$ cat src/rtl/fpu_mant_mul_iter.sv
// Iterative mantissa multiplier: CDigBits multiplier bits retired per enabled clock.
// Optional round-to-nearest-even of the returned top bits via macro FPU_MUL_RNE_EN.
module fpu_mant_mul_iter #(
    parameter int CMantLen = 28,
    parameter int CDigBits = 4
) (
    input  logic                AClkH,
    input  logic                AResetHN,
    input  logic                AClkHEn,
    input  logic [CMantLen-1:0] ADataS,
    input  logic [CMantLen-1:0] ADataD,
    input  logic                AStart,
    output logic [CMantLen+1:0] ADataR,
    output logic                ASticky,
    output logic                ABusy,
    output logic                AWrEn
);

    localparam int CSteps = CMantLen / CDigBits;
    localparam int CCntW  = (CSteps > 1) ? $clog2(CSteps) : 1;
    localparam int CAccW  = 2 * CMantLen;
    localparam int CResW  = CMantLen + 2;

    generate
        if ((CMantLen % CDigBits) != 0) begin : g_bad_cfg
            $error("CMantLen must be a multiple of CDigBits");
        end
    endgenerate

    typedef enum logic [1:0] {
        IDLE,
        MUL,
        DONE
    } state_t;

    state_t             state;
    state_t             state_nxt;
    logic [CCntW-1:0]   cnt;
    logic [CAccW-1:0]   acc;
    logic [CAccW-1:0]   acc_nxt;
    logic [CAccW-1:0]   pp;
    logic [CMantLen-1:0] ops;
    logic [CMantLen-1:0] opd;
    logic               last;
    logic               load;
    logic [CResW-1:0]   res;

    assign last = (cnt == CCntW'(CSteps - 1));

    // Partial product of the low multiplier digit, aligned to its weight.
    always_comb begin
        pp      = CAccW'(ops) * CAccW'(opd[CDigBits-1:0]);
        acc_nxt = acc + (pp << (cnt * CDigBits));
    end

    // State register.
    always_ff @(posedge AClkH or negedge AResetHN) begin
        if (!AResetHN) begin
            state <= IDLE;
        end else if (AClkHEn) begin
            state <= state_nxt;
        end
    end

    // Next-state, operand load strobe and handshake outputs.
    always_comb begin
        state_nxt = state;
        load      = 1'b0;
        ABusy     = 1'b0;
        AWrEn     = 1'b0;
        unique case (state)
            IDLE: begin
                if (AStart) begin
                    load      = 1'b1;
                    state_nxt = MUL;
                end
            end
            MUL: begin
                ABusy = 1'b1;
                if (last) begin
                    state_nxt = DONE;
                end
            end
            DONE: begin
                ABusy = 1'b1;
                AWrEn = 1'b1;
                if (AStart) begin
                    load      = 1'b1;
                    state_nxt = MUL;
                end else begin
                    state_nxt = IDLE;
                end
            end
            default: state_nxt = IDLE;
        endcase
    end

    // Operand capture and shift-add accumulation.
    always_ff @(posedge AClkH or negedge AResetHN) begin
        if (!AResetHN) begin
            ops <= '0;
            opd <= '0;
            acc <= '0;
            cnt <= '0;
        end else if (AClkHEn) begin
            if (load) begin
                ops <= ADataS;
                opd <= ADataD;
                acc <= '0;
                cnt <= '0;
            end else if (state == MUL) begin
                acc <= acc_nxt;
                opd <= opd >> CDigBits;
                cnt <= cnt + 1'b1;
            end
        end
    end

`ifdef FPU_MUL_RNE_EN
    logic [CResW-1:0] rnd_q;
    logic [CResW-1:0] trn_nxt;
    logic             grd_nxt;
    logic             stk_nxt;

    // Round the final accumulator value; the max truncated value cannot carry out.
    always_comb begin
        trn_nxt = acc_nxt[CAccW-1:CMantLen-2];
        grd_nxt = acc_nxt[CMantLen-3];
        stk_nxt = |acc_nxt[CMantLen-4:0];
    end

    // Register the rounded result on the edge that enters DONE.
    always_ff @(posedge AClkH or negedge AResetHN) begin
        if (!AResetHN) begin
            rnd_q <= '0;
        end else if (AClkHEn && state == MUL && last) begin
            rnd_q <= trn_nxt + CResW'(grd_nxt & (stk_nxt | trn_nxt[0]));
        end
    end

    assign res = rnd_q;
`else
    assign res = acc[CAccW-1:CMantLen-2];
`endif

    // Result outputs are forced to zero outside the valid pulse.
    always_comb begin
        ADataR  = AWrEn ? res : '0;
        ASticky = AWrEn & (|acc[CMantLen-3:0]);
    end

endmodule

$ cat config.mk
export PLATFORM = sky130hd
export DESIGN_NAME = fpu_mant_mul_iter
export DESIGN_NICKNAME = d
export VERILOG_FILES = /design/src/rtl/fpu_mant_mul_iter.sv
export SDC_FILE = /design/constraint.sdc
export NUM_CORES = 1
export LEC_CHECK = 0
export CORE_ASPECT_RATIO = 0.7
export CORE_MARGIN = 3
export CORE_UTILIZATION = 40
export CTS_CLUSTER_DIAMETER = 200
export DETAILED_ROUTE_END_ITERATION = 10
export GPL_TIMING_DRIVEN = 0
export RECOVER_POWER = 25
export SKIP_CTS_REPAIR_TIMING = 1
export SLEW_MARGIN = 15
export SYNTH_ARGS = -nofsm -noshare
export SYNTH_HDL_FRONTEND = slang
export SYNTH_SLANG_ARGS = --single-unit
export TNS_END_PERCENT = 100
$ cat constraint.sdc
create_clock -name AClkH -period 18.5 [get_ports AClkH]
set_input_delay 4.625 -clock AClkH [delete_from_list [all_inputs] [get_ports AClkH]]
set_output_delay 4.625 -clock AClkH [all_outputs]
set_load 0.02 [all_outputs]
==> results.ini, run 1 <==
[synthesis]
synthCells = 1576
syn_area_um2 = 12900
yosys_warnings = 0
synth_edf_count = 0
synth_top_family_by_area = compound AO/OA/AOI/OAI gates
ys_seq_area_frac = 0.227
synth_seq_cells = 117
synth_flop_cell = dfrtp_1
synth-simple-area-share = 0.187
synthArstFlopShare = 1.00
synth_nets = 1788
synth_mux_area_frac = 0.0500
avgSynthCellArea_um2 = 8.19
synthAdderAreaFrac = 0.178
synth_cell_type_count = 82
synth_compound_area_frac = 0.239
synth_xor_area_frac = 0.0501

[floorplanning]
row_count = 54
start_util = 0.410
core_area_um2 = 31500
die_w_um = 221
io_pins = 93
die_h_um = 156
dieArea_um2 = 34500

[sta]
relSlewSlack = -1.64
worstMarginPinSlew_ns = 3.96
finalHoldViolCount = 0
setup_viol = 0
clock_skew_ns = 0.0127
fin_ws_ns = 8.59
slew_violations = 120
rsz0062_at_grt = no
max_freq_mhz = 101
finalSetupTns_ns = 0
period_minus_slack_ns = 9.91
fin_crit_sh = 0.536

[global_routing]
grt_remaining_overflow = 0
grt_pass1_wl_um = 65500
antenna_found_initial = 2
grt_use_total = 0.242
grt_pass1_vias = 11500
grt_max_degree = 73

[critical_path]
worst_path_max_delay_cell = clkbuf_1
cp-end-kind = async pin
worstSetupPathType = primary input to async pin
crit_arrival_ns = 9.55
crit_chain = clkbuf_1 > clkbuf_1
start_kind = primary input
path_max_fanout = 72
crit_family = buffers and inverters
cp_data_required_time_ns = 18.14
cpMostUsedCell = clkbuf_1
cp_slowest_stage_delay_ns = 2.85
cp_num_buf_inv = 2

[clock_tree]
cts.path.max_buffers = 2
cts_buffers = 17
cts_sinks = 117
path_clk_slew_ns = 0.06
clock_latency_ns = 0.45
ctsHtreeMaxLevel = 4
cts-root-buf = clkbuf_16
cts_tree = yes

[drt]
dr.pass1.iters = 9
drtIter0Drc = 1179
via_per_inst = 5.70
num_vias = 12100
antenna_left = 0
wirelength_um = 40500
post_drt_wl_per_cell_um = 19.1
drc = 0

[finish]
fill_cells = 3123
syn_to_final_growth_pct = 15.6
drive_above_1_share = 0.0553
nets = 1900
fin_util = 0.474
final_cell_mix = 162 x nand2_1, 162 x inv_1, 122 x and2_1, 117 x dfrtp_1, 102 x a21oi_1

[flow_run]
max_cap_viol_count = 2

[status]
outcome = finished with violations
failed_checks = capacitance limit, slew limit

[placed_design]
place_hpwl_um = 32300
gp_congestion = 0.976
port_buffers = 92
place_ws_ns = 10.59

[min_path]
hp-class = flip-flop to flip-flop

## Yosys cell counts (24+ instances only)
library cell | count | area [um^2]
xor2_1 | 28 | 245
nand2_1 | 162 | 608
o21ai_0 | 97 | 485
ha_1 | 99 | 1240
and2_1 | 122 | 763
xnor2_1 | 44 | 385
clkbuf_1 | 62 | 233
a21o_1 | 46 | 345
a21oi_1 | 102 | 510
inv_1 | 162 | 608
mux2_2 | 39 | 439
nor2_1 | 78 | 293
a222oi_1 | 24 | 240
o21ai_1 | 24 | 120
fa_1 | 53 | 1060
nand3_1 | 25 | 125
dfrtp_1 | 117 | 2930
## cell type report
| type | instances | area, um^2 | share of cell area |
|---|---|---|---|
| Multi-Input combinational cell | 1224 | 9080 | 0.609 |
| Sequential cell | 117 | 2930 | 0.196 |
| Timing Repair Buffer | 93 | 918 | 0.0616 |
| Inverter | 164 | 616 | 0.0413 |
| Tap cell | 420 | 526 | 0.0352 |
| Clock buffer | 18 | 439 | 0.0295 |
| Buffer | 71 | 274 | 0.0184 |
| Clock inverter | 13 | 124 | 0.00831 |
| Antenna cell | 1 | 2.50 | 0.000168 |
## flip-flops by register name (all words and copies together) (netlist names)
name and flops:
cnt 3, state 2, opd 28, ops 28, acc 56
## kinds of logic after synthesis
group | after synthesis
adders and majority gates | 152
and+or+nand+nor | 486
buffers and inverters | 235
muxes | 57
DFF | 117
xor gates and xnor gates | 73
AOI/OAI and AO/OA | 456
## path summary, 6_finish.rpt
path,cells past startpoint,slack [ns],endpoint,from
min in group asynchronous,1,5.06,ops[5],AResetHN
setup / recovery,2,8.59,acc[38],AResetHN
max in group AClkH,28,10.35,acc[44],opd[1]
hold / removal,2,0.50,opd[6],opd[6]
setup reg to reg,28,10.35,acc[44],opd[1]
hold reg to reg,2,0.50,opd[6],opd[6]
## through the flow
| stage | area [um^2] | std cells | hold slack, ns |
|---|---|---|---|
| after floorplan | 12900 | 1576 | 0.457 |
| after global placement | 14300 | 2088 | 0.474 |
| after detailed placement | 14400 | 2089 | 0.477 |
| after CTS | 14900 | 2120 | 0.494 |
| after global routing | 14900 | 2120 | 0.509 |
| final | 14900 | 2121 | 0.495 |
## per-layer routing
layer  routed length [um]  vias to the layer above  global-route usage
li1                     -                     5792                   -
met1                20900                     5823               0.388
met4                  308                        0              0.0435
met5                    0                        -                   0
met3                 3670                       23              0.0639
met2                15600                      458               0.323
Power of run 1 is not shown: default switching activity piles up to over one toggle a cycle in this logic, so the estimate is an artifact.
==> run 2: changes to the inputs <==
- clock period: 18.5 -> 9.8 ns (I/O delays scaled with it)
==> results of run 2 <==
Same layout as run 1 (identical final DEF). Status: finished with violations: capacitance limit, slew limit.
Among the figures that moved: setup slack after placement 10.59 ns -> 1.89 ns; setup slack after layout 8.59 ns -> 1.65 ns; start point of the critical path AResetHN -> opd[1]; end point of the critical path acc[38] -> acc[44]; register-to-register setup slack 10.35 ns -> 1.65 ns
Power of run 2 is left out for the same reason.
